## src/rtl/frame_sequencer.sv

```systemverilog
// Frame sequencer: paces pixels into a 3x3 line-buffer loader and re-times its windows
// with centre coordinates and frame markers. Define FRAME_SEQ_STATS_EN to build the stall counter.
module frame_sequencer #(
    parameter int IMAGE_WIDTH  = 512,
    parameter int IMAGE_HEIGHT = 512
) (
    input  logic        clk,
    input  logic        rst,
    input  logic        start,
    input  logic        abort,
    input  logic [7:0]  s_pixel,
    input  logic        s_valid,
    output logic        s_ready,
    output logic        ld_rstN,
    output logic [7:0]  ld_pixel,
    output logic        ld_pixel_valid,
    input  logic [71:0] ld_window,
    input  logic        ld_window_valid,
    output logic [71:0] m_window,
    output logic        m_valid,
    output logic [15:0] m_row,
    output logic [15:0] m_col,
    output logic        m_sof,
    output logic        m_eol,
    output logic        m_eof,
    output logic        busy,
    output logic        frame_done,
    output logic        err,
    output logic [31:0] stall_cycles
);

    localparam logic [15:0] LAST_COL     = 16'(IMAGE_WIDTH - 1);
    localparam logic [15:0] IN_ROWS      = 16'(IMAGE_HEIGHT);
    localparam logic [15:0] IN_LAST_ROW  = 16'(IMAGE_HEIGHT - 1);
    localparam logic [15:0] OUT_ROWS     = 16'(IMAGE_HEIGHT - 2);
    localparam logic [15:0] LAST_OUT_ROW = 16'(IMAGE_HEIGHT - 3);

    typedef enum logic [2:0] {IDLE, FLUSH, ACTIVE, DRAIN, DONE} state_t;

    state_t      r_state;
    logic [15:0] r_colIn;
    logic [15:0] r_inRows;
    logic [15:0] r_colOut;
    logic [15:0] r_outRows;
    logic        r_ldRstN;
    logic [71:0] r_mWindow;
    logic        r_mValid;
    logic [15:0] r_mRow;
    logic [15:0] r_mCol;
    logic        r_mSof;
    logic        r_mEol;
    logic        r_mEof;
    logic        r_busy;
    logic        r_frameDone;
    logic        r_err;

    logic [15:0] w_rowGap;
    logic        w_sReady;
    logic        w_accept;
    logic        w_winInFrame;
    logic        w_winTake;
    logic        w_abortNow;
    logic        w_colOutWrap;
    logic [15:0] w_outRowsNext;

    // Input rows always lead output rows, so the gap stays non-negative and at most four rows are buffered.
    assign w_rowGap      = r_inRows - r_outRows;
    assign w_sReady      = (r_state == ACTIVE) && (r_inRows < IN_ROWS) && (w_rowGap <= 16'd3);
    assign w_accept      = s_valid & w_sReady;
    assign w_winInFrame  = ((r_state == ACTIVE) || (r_state == DRAIN)) && (r_outRows < OUT_ROWS);
    assign w_winTake     = ld_window_valid & w_winInFrame;
    assign w_abortNow    = abort & (r_state != IDLE);
    assign w_colOutWrap  = (r_colOut == LAST_COL);
    assign w_outRowsNext = r_outRows + ((w_winTake && w_colOutWrap) ? 16'd1 : 16'd0);

    always_ff @(posedge clk) begin
        if (rst) begin
            r_state     <= IDLE;
            r_colIn     <= '0;
            r_inRows    <= '0;
            r_colOut    <= '0;
            r_outRows   <= '0;
            r_ldRstN    <= 1'b0;
            r_mWindow   <= '0;
            r_mValid    <= 1'b0;
            r_mRow      <= '0;
            r_mCol      <= '0;
            r_mSof      <= 1'b0;
            r_mEol      <= 1'b0;
            r_mEof      <= 1'b0;
            r_busy      <= 1'b0;
            r_frameDone <= 1'b0;
            r_err       <= 1'b0;
        end else begin
            r_ldRstN    <= 1'b1;
            r_mValid    <= 1'b0;
            r_frameDone <= 1'b0;
            if (w_abortNow) begin
                // A window arriving together with abort belongs to the discarded frame.
                r_state   <= IDLE;
                r_busy    <= 1'b0;
                r_ldRstN  <= 1'b0;
                r_colIn   <= '0;
                r_inRows  <= '0;
                r_colOut  <= '0;
                r_outRows <= '0;
            end else begin
                if (ld_window_valid && !w_winInFrame) begin
                    r_err <= 1'b1;
                end
                if (w_winTake) begin
                    r_mWindow <= ld_window;
                    r_mValid  <= 1'b1;
                    r_mRow    <= r_outRows + 16'd1;
                    r_mCol    <= r_colOut + 16'd1;
                    r_mSof    <= (r_outRows == 16'd0) && (r_colOut == 16'd0);
                    r_mEol    <= w_colOutWrap;
                    r_mEof    <= w_colOutWrap && (r_outRows == LAST_OUT_ROW);
                    if (w_colOutWrap) begin
                        r_colOut  <= '0;
                        r_outRows <= r_outRows + 16'd1;
                    end else begin
                        r_colOut <= r_colOut + 16'd1;
                    end
                end
                case (r_state)
                    IDLE: begin
                        if (start) begin
                            r_state  <= FLUSH;
                            r_busy   <= 1'b1;
                            r_ldRstN <= 1'b0;
                            r_err    <= 1'b0;
                        end
                    end
                    FLUSH: begin
                        r_state   <= ACTIVE;
                        r_colIn   <= '0;
                        r_inRows  <= '0;
                        r_colOut  <= '0;
                        r_outRows <= '0;
                    end
                    ACTIVE: begin
                        if (w_accept) begin
                            if (r_colIn == LAST_COL) begin
                                r_colIn  <= '0;
                                r_inRows <= r_inRows + 16'd1;
                                if (r_inRows == IN_LAST_ROW) begin
                                    r_state <= DRAIN;
                                end
                            end else begin
                                r_colIn <= r_colIn + 16'd1;
                            end
                        end
                    end
                    DRAIN: begin
                        if (w_outRowsNext == OUT_ROWS) begin
                            r_state     <= DONE;
                            r_frameDone <= 1'b1;
                        end
                    end
                    DONE: begin
                        r_state <= IDLE;
                        r_busy  <= 1'b0;
                    end
                    default: begin
                        r_state <= IDLE;
                        r_busy  <= 1'b0;
                    end
                endcase
            end
        end
    end

`ifdef FRAME_SEQ_STATS_EN
    logic [31:0] r_stallCycles;

    // Counts upstream back-pressure while a frame is being loaded; saturates instead of wrapping.
    always_ff @(posedge clk) begin
        if (rst) begin
            r_stallCycles <= '0;
        end else if (r_state == FLUSH) begin
            r_stallCycles <= '0;
        end else if ((r_state == ACTIVE) && s_valid && !w_sReady && (r_stallCycles != 32'hFFFF_FFFF)) begin
            r_stallCycles <= r_stallCycles + 32'd1;
        end
    end

    assign stall_cycles = r_stallCycles;
`else
    assign stall_cycles = 32'd0;
`endif

    assign s_ready        = w_sReady;
    assign ld_rstN        = r_ldRstN;
    assign ld_pixel       = s_pixel;
    assign ld_pixel_valid = w_accept;
    assign m_window       = r_mWindow;
    assign m_valid        = r_mValid;
    assign m_row          = r_mRow;
    assign m_col          = r_mCol;
    assign m_sof          = r_mSof;
    assign m_eol          = r_mEol;
    assign m_eof          = r_mEof;
    assign busy           = r_busy;
    assign frame_done     = r_frameDone;
    assign err            = r_err;

endmodule

```

## config.mk

```make
export PLATFORM = sky130hd
export DESIGN_NAME = frame_sequencer
export DESIGN_NICKNAME = d
export VERILOG_FILES = /design/src/rtl/frame_sequencer.sv
export SDC_FILE = /design/constraint.sdc
export NUM_CORES = 1
export LEC_CHECK = 0
export CAP_MARGIN = 20
export CORE_ASPECT_RATIO = 0.8
export CORE_UTILIZATION = 49
export CTS_BUF_LIST = sky130_fd_sc_hd__clkbuf_16
export DETAILED_ROUTE_END_ITERATION = 10
export PLACE_DENSITY = 0.81
export SYNTH_ARGS = -nofsm -noshare
export SYNTH_HDL_FRONTEND = slang
export SYNTH_SLANG_ARGS = --single-unit
```

## constraint.sdc

```tcl
create_clock -name clk -period 4.9 [get_ports clk]
set_input_delay 1.47 -clock clk [delete_from_list [all_inputs] [get_ports clk]]
set_output_delay 1.47 -clock clk [all_outputs]
set_load 0.02 [all_outputs]
```

==> results.md, run 1 <==
* Status: finished, final reports clean
* Fin nets at 1360
* Min Tclk post-route at 4720 ps
* Largest family of logic cells by synthesized area: simple AND/OR/NAND/NOR gates
* # rows at 42
* Synthesized cell area at 8620 sq um
* H-tree depth at 4
* Post-synthesis async set-or-reset flop share at 0%
* YS warnings at 0
* Routed vias/inst at 5.50
* CP arrival at 3250 ps
* Leak pwr at 4.00 nW
* Count of cell types in the netlist at 65
* Antenna cell count at 0
* Combinational share of power at 24.4%
* Switch share at 33.3%
* CTS root buf: clkbuf_16
* Hold Path End: m_window[54]
* Pre-Repair DR Iteration Count at 5
* Dominant cell type by area after synthesis: dfxtp_1
* Share of the synthesized area in the top cell type at 41.6%
* CTS Buf Count at 17
* Setup CP Type: flop to output port
* Internal at 2.59 mW
* Post-synthesis mux area share at 0.726%
* Total number of vias at 8148
* Seq pwr share at 41.7%
* Adder-Cell Fraction of Synth Area at 3.71%
* Gr usage total at 25.7%
* Setup slack, reg-to-reg at 550 ps
* Worst hold start: m_window[54]
* Skew final at 12.0 ps
* Clock group share of total power at 33.9%
* Post-synthesis sequential area ratio at 41.6%
* CP Launch Type: flop
* Clock tree buffer depth at 2
* Die outline width at 150 um
* CTS tree: done
* Placed cell area at 10600 sq um
* Area growth syn-to-layout at 30.2%
* Max Fclk at 0.212 GHz
* Clk_lat worst skew at 440 ps
* Post-layout util at 66.5%
* Final wirelength at 23.1 mm
* Die height at 121 um
* Syn_area_per_cell at 7.97 sq um
* Count of pins over their slew limit at 0
* Ys flop type: dfxtp_1
* Largest net degree at the start of global routing at 81
* CORE AREA at 16900 sq um
* Most frequent cells in the layout: nand2_1 (201), clkdlybuf4s50_1 (188), dfxtp_1 (177)
* Commonest non-fill, non-tap cell in the layout: nand2_1
* I/O Buffers at 191
* Post-Syn Instances at 1082
* NetSw at 1.29 mW
* Grt ovf at 0
* Hold Path Class: flop to flop
* XOR/XNOR Fraction of Synth Area at 3.76%
* Layout cells sized above 1 at 7.05%
* Period utilization at 96.3%
* RR Endpoint: r_state[0]
* Vias in the first global route at 7498
* MaxCap Viol Count at 0
* Simple-Gate Fraction of Synth Area at 25.0%
* PwrDens at 347 nW/um^2
* Clock Sinks at 179
* GPL Wtd Cong at 0.933
* Wire length of the first global-routing pass at 36.9 mm
* Antenna-violating nets left at 0
* DRC viols at 0
* Hold Violations, Final at 0
* Initial antenna violation count at 0
* Worst-path clk slew at 70 ps
* CP endpoint kind: output port
* Number of flops mapped to enable cells by yosys at 0
* Die area at 18100 sq um
* Critical path data required time at 3430 ps
* Yosys reg bits at 179
* Largest cells by area after synthesis: dfxtp_1 (42%), nand2_1 (8.8%), a21oi_1 (6.9%), buf_4 (3.5%), ha_1 (3.5%)
* Cell area after layout at 11200 sq um
* Per-cell routed wire length at 15.6 um
* Hold WS at 454 ps
* Drt initial violations at 507
* # setup viols final at 0
* Compound-Gate Fraction of Synth Area at 17.5%
* I/O Pins at 240
* DP HPWL at 16.5 mm
* Worst hold stages at 2
* Starting Density at 51.1%
* R2R depth at 17
* Hold_buf cts at 0
* Peak VDD IR at 0.224 mV
* Max Fanout on Critical Path at 5
* Worst-margin pin slew at 845 ps
* FF-to-FF Start: r_colOut[0]
* Slew headroom at 43.6%
==> layer usage <==
metal | vias to the layer above | track usage (%) | routed length (um)
li1 | 4033 | - | -
met1 | 3804 | 34.9 | 10700
met2 | 272 | 38.5 | 10200
met3 | 39 | 7.36 | 1720
met4 | 0 | 8.96 | 510
met5 | - | 0 | 0
==> registers in the layout (all words and copies together), names as in the netlist, 3 cells and up <==
| register | cells |
|---|---|
| r_outRows | 16 |
| m_window | 72 |
| m_row | 16 |
| m_col | 16 |
| r_colOut | 16 |
| r_inRows | 16 |
| r_colIn | 16 |
| r_state | 3 |
==> timing repair <==
item | in CTS | in global routing
resized for setup | 5 | 10
setup buffers | 0 | 2
endpoints found under the hold margin | 0 | 0
setup endpoints to repair | 2 | 2
==> worst max path at each step <==
| stage | startpoint | to | slack [ps] | cells past startpoint |
|---|---|---|---|---|
| after floorplan | ld_window_valid | r_state[0] | 600 | 14 |
| after detailed placement | ld_window_valid | r_state[0] | 100 | 14 |
| after global placement | ld_window_valid | r_state[0] | 210 | 14 |
| final | r_inRows[0] | s_ready | 180 | 12 |
| after CTS | r_outRows[8] | s_ready | 30 | 11 |
| after global routing | r_inRows[0] | ld_pixel_valid | -40 | 12 |
==> through the flow <==
stage / worst slack (ps) / cells / TNS, ps / power (mW)
floorplan: 604 / 1113 / 0 / 2.23
global placement: 205 / 1448 / 0 / 2.58
detailed placement: 104 / 1448 / 0 / 2.60
CTS: 26.3 / 1480 / 0 / 3.91
global route: -36.0 / 1482 / -48.2 / 4.07
finish: 181 / 1482 / 0 / 3.89
==> critical path, cell delays in order (launching register included) <==
cell and delay (ps):
dfxtp_1 370, inv_1 70, ha_1 220, fa_1 430, nor2b_2 220, o21bai_2 140, a21oi_4 200, o21ai_1 120
a21bo_2 230, nor4_4 280, nand3_1 110, nor2_1 90, dlygate4sd2_1 330
==> synthesized netlist by cell type (5+ instances only) <==
master    number
a211oi_1      34
and3_1        16
nand3b_1       7
nor3_1        31
xor2_1         9
and2_1        16
nor2_1        74
xnor2_1       28
or4_1         14
o21ai_0       33
clkbuf_1      46
or3_1         17
o31ai_1       13
nor2b_1        5
buf_2          9
ha_1          24
nand4_1       11
nand2b_1       6
dfxtp_1      179
nand2_1      202
nand3_1       32
buf_4         40
a31oi_1        6
nor4_1        12
inv_1         30
a21o_1         5
a21oi_1      119
==> kinds of logic after synthesis <==
group,after synthesis
AND/OR/NAND/NOR,457
AO/OA/AOI/OAI,246
flip-flops,179
buffers and inverters,131
XOR/XNOR,37
adder cells (fa/ha/maj),25
multiplexers,6
other,1
==> cell type report <==
class / count / area (sq um)
fillers: 1420 / 5650
repair buffers: 217 / 2120
inverters: 31 / 116
clock inverters: 15 / 145
well taps: 220 / 275
multi-input cells: 803 / 4560
flip-flops and latches: 179 / 3590
clock buffers: 17 / 425
==> power by group through the flow <==
stage | clock [mW] | combinational, mW | sequential (mW)
after floorplan | 0 | 0.481 | 1.75
after global placement | 0 | 0.931 | 1.65
after detailed placement | 0 | 0.942 | 1.66
after CTS | 1.34 | 0.946 | 1.62
after global routing | 1.41 | 1.03 | 1.63
final | 1.32 | 0.948 | 1.62
Power figures use the tool's default switching activity.
==> inputs of run 2 (changes only) <==
- CORE_UTILIZATION: 49 -> 52
- GPL_TIMING_DRIVEN: default -> 0
- PLACE_DENSITY: 0.81 -> 0.86
- clock period: 4.9 -> 6 ns (I/O delays scaled with it)
==> run 2 against run 1 <==
Clock power down 18%. Worst setup slack better by 140 ps. Routed wire length is 4.8% higher. Sequential share of layout area down 0.94 points. Non-clock buffer count grew 81. Design area increased by 3.0%. Critical path type unchanged.
==> results.md, run 2 (synthesis gave the netlist of run 1 again) <==
* Status: finished, final reports clean (unchanged)
* Hold Path Class: flop to flop (unchanged)
* Max Fclk at 0.176 GHz
* GPL Wtd Cong at 0.913 (was 0.933)
* Most frequent cells in the layout: nand2_1 (202), clkdlybuf4s50_1 (198), dfxtp_1 (179) (was nand2_1 (201), clkdlybuf4s50_1 (188), dfxtp_1 (177))
* Slowest CP cell: clkdlybuf4s50_1 (was fa_1)
* Pre-Repair DR Iteration Count at 6 (was 5)
* Total number of vias at 8564 (was 8148)
* Critical-path cell list: inv_1 -> ha_1 -> nand2_1 -> or4b_4 -> a21oi_4 -> o21ai_1 -> a21bo_2 -> nor4_1 -> nand4_1 -> nor2_1 -> clkdlybuf4s50_1 (was inv_1 -> ha_1 -> fa_1 -> nor2b_2 -> o21bai_2 -> a21oi_4 -> o21ai_1 -> a21bo_2 -> nor4_4 -> nand3_1 -> nor2_1 -> dlygate4sd2_1)
* CTS Buf Count at 17 (unchanged)
* Worst-margin pin slew at 874 ps (was 845 ps)
* Max layer used: met4 (unchanged)
* NetSw at 1.05 mW (was 1.29 mW)
* I/O Buffers at 198 (was 191)
* Hold_buf cts at 0 (unchanged)
* FF-to-FF Start: r_colOut[0] (unchanged)
* CP arrival at 3870 ps (was 3250 ps)
* Clock Sinks at 179 (unchanged)
* Setup slack, reg-to-reg at 870 ps (was 550 ps)
* R2R depth at 18 (was 17)
* Post-CTS Setup Bufs at 0 (unchanged)
* Largest delay share family, worst path: simple AND/OR/NAND/NOR gates (unchanged)
* WL met2 at 10.9 mm (was 10.2 mm)
* Largest net degree at the start of global routing at 17 (was 81)
* Met3 wire len at 2.10 mm (was 1.72 mm)
* Fin nets at 1441 (was 1360)
* Seq pwr share at 40.7% (was 41.7%)
* Period utilization at 94.6%
* Die area at 17100 sq um (was 18100 sq um)
* Die outline width at 146 um (was 150 um)
* Worst hold start: m_window[7] (was m_window[54])
* H-tree depth at 4 (unchanged)
* Combinational share of power at 26.0% (was 24.4%)
* Per-cell routed wire length at 15.5 um (was 15.6 um)
* RSZ-0062 raised after global routing: false
* Antenna-violating nets left at 0 (unchanged)
* Setup CP Type: flop to output port (unchanged)
* Critical path data required time at 4200 ps (was 3430 ps)
* DP HPWL at 17.9 mm (was 16.5 mm)
* Post-CTS sizing at 0 (was 5)
* Internal at 2.20 mW (was 2.59 mW)
* MaxCap Viol Count at 0 (unchanged)
* Skew final at 9.19 ps (was 12.0 ps)
* CP Launch Type: flop (unchanged)
* CORE AREA at 16000 sq um (was 16900 sq um)
* Final worst slack at 326 ps (was 181 ps)
* # rows at 41 (was 42)
* Routed vias/inst at 5.50 (about the same)
* Drt initial violations at 814 (was 507)
* Worst path max stage delay at 600 ps (was 430 ps)
* RR Endpoint: r_state[0] (unchanged)
* Wl on met1 at 10.6 mm (was 10.7 mm)
* # setup viols final at 0 (unchanged)
* I/O Pins at 240 (unchanged)
* Gr usage total at 27.7% (was 25.7%)
* Hold Violations, Final at 0 (unchanged)
* Switch share at 32.2% (was 33.3%)
* Slew headroom at 41.5% (was 43.6%)
* Grt ovf at 0 (unchanged)
* Clock tree buffer depth at 2 (unchanged)
* Peak VDD IR at 0.215 mV (was 0.224 mV)
* CP Buf/Inv Count at 2 (unchanged)
* PwrDens at 281 nW/um^2 (was 347 nW/um^2)
* CP endpoint kind: output port (unchanged)
* Commonest non-fill, non-tap cell in the layout: nand2_1 (unchanged)
* DRC viols at 0 (unchanged)
* Worst-path clk slew at 70 ps (about the same)
* Vias in the first global route at 7557 (was 7498)
* Count of pins over their slew limit at 0 (unchanged)
* Max Fanout on Critical Path at 7 (was 5)
* Setup TNS at 0 ps (unchanged)
* Clock group share of total power at 33.3% (was 33.9%)
* Area growth syn-to-layout at 34.0% (was 30.2%)
* CTS tree: done (unchanged)
* Worst hold stages at 2 (unchanged)
* Hold Path End: m_window[7] (was m_window[54])
* Layout cells sized above 1 at 7.23% (was 7.05%)
* Post-layout util at 72.2% (was 66.5%)
* Clk_lat worst skew at 440 ps (about the same)
* Wire length of the first global-routing pass at 37.7 mm (was 36.9 mm)
* Leak pwr at 4.19 nW (was 4.00 nW)
* Final wirelength at 24.2 mm (was 23.1 mm)
* CTS root buf: clkbuf_16 (unchanged)
* Pre-CTS WS at 296 ps (was 104 ps)
* Initial antenna violation count at 1 (was 0)
* Max reg flops at 72 (unchanged)
* Starting Density at 53.9% (was 51.1%)
* Die height at 117 um (was 121 um)
* Min Tclk post-route at 5670 ps
run 2: metal layers:
metal	vias up	GRT usage, %
met5	-	0
met4	0	11.6
met3	39	6.59
met2	396	42.3
met1	3936	37.7
li1	4193	-
run 2: tightest hold or removal path, stage by stage, from the launching register on:
cell and delay [ps]:
dfxtp_1 310, nand2_1 50, a21oi_1 50
run 2: power groups by stage:
stage               clock [mW]  sequential (mW)  combinational, mW
global route              1.14             1.33              0.909
detailed placement           0             1.35              0.830
floorplan                    0             1.43              0.393
CTS                       1.09             1.32              0.836
global placement             0             1.34              0.818
finish                    1.08             1.32              0.844
run 2: worst max path at each step:
stage,from,depth (start not counted),slack [ps],end
2_1_floorplan,ld_window_valid,14,1370,r_state[0]
3_3_place_gp,ld_window_valid,15,410,r_state[0]
3_5_place_dp,ld_window_valid,15,300,r_state[0]
4_1_cts,r_outRows[0],11,370,ld_pixel_valid
5_1_grt,r_outRows[8],11,110,s_ready
6_report,r_outRows[8],11,330,ld_pixel_valid
run 2: cell type report:
| type | instances | area [sq um] |
|---|---|---|
| clock buffer | 17 | 425 |
| inverter | 31 | 116 |
| buffer | 100 | 544 |
| antenna | 1 | 2.50 |
| multi-input combinational | 803 | 4490 |
| clock inverter | 14 | 139 |
| timing repair buffer | 198 | 1980 |
| sequential | 179 | 3580 |
| tap | 215 | 269 |
| fill | 1258 | 4450 |
run 2: through the flow:
stage | hold WS (ps) | instance area (sq um) | cells | total power [mW]
finish | 452 | 11600 | 1558 | 3.25
global route | 468 | 11600 | 1558 | 3.38
CTS | 455 | 11600 | 1557 | 3.25
detailed placement | 443 | 11000 | 1526 | 2.18
global placement | 440 | 11000 | 1526 | 2.16
floorplan | 449 | 8740 | 1113 | 1.82
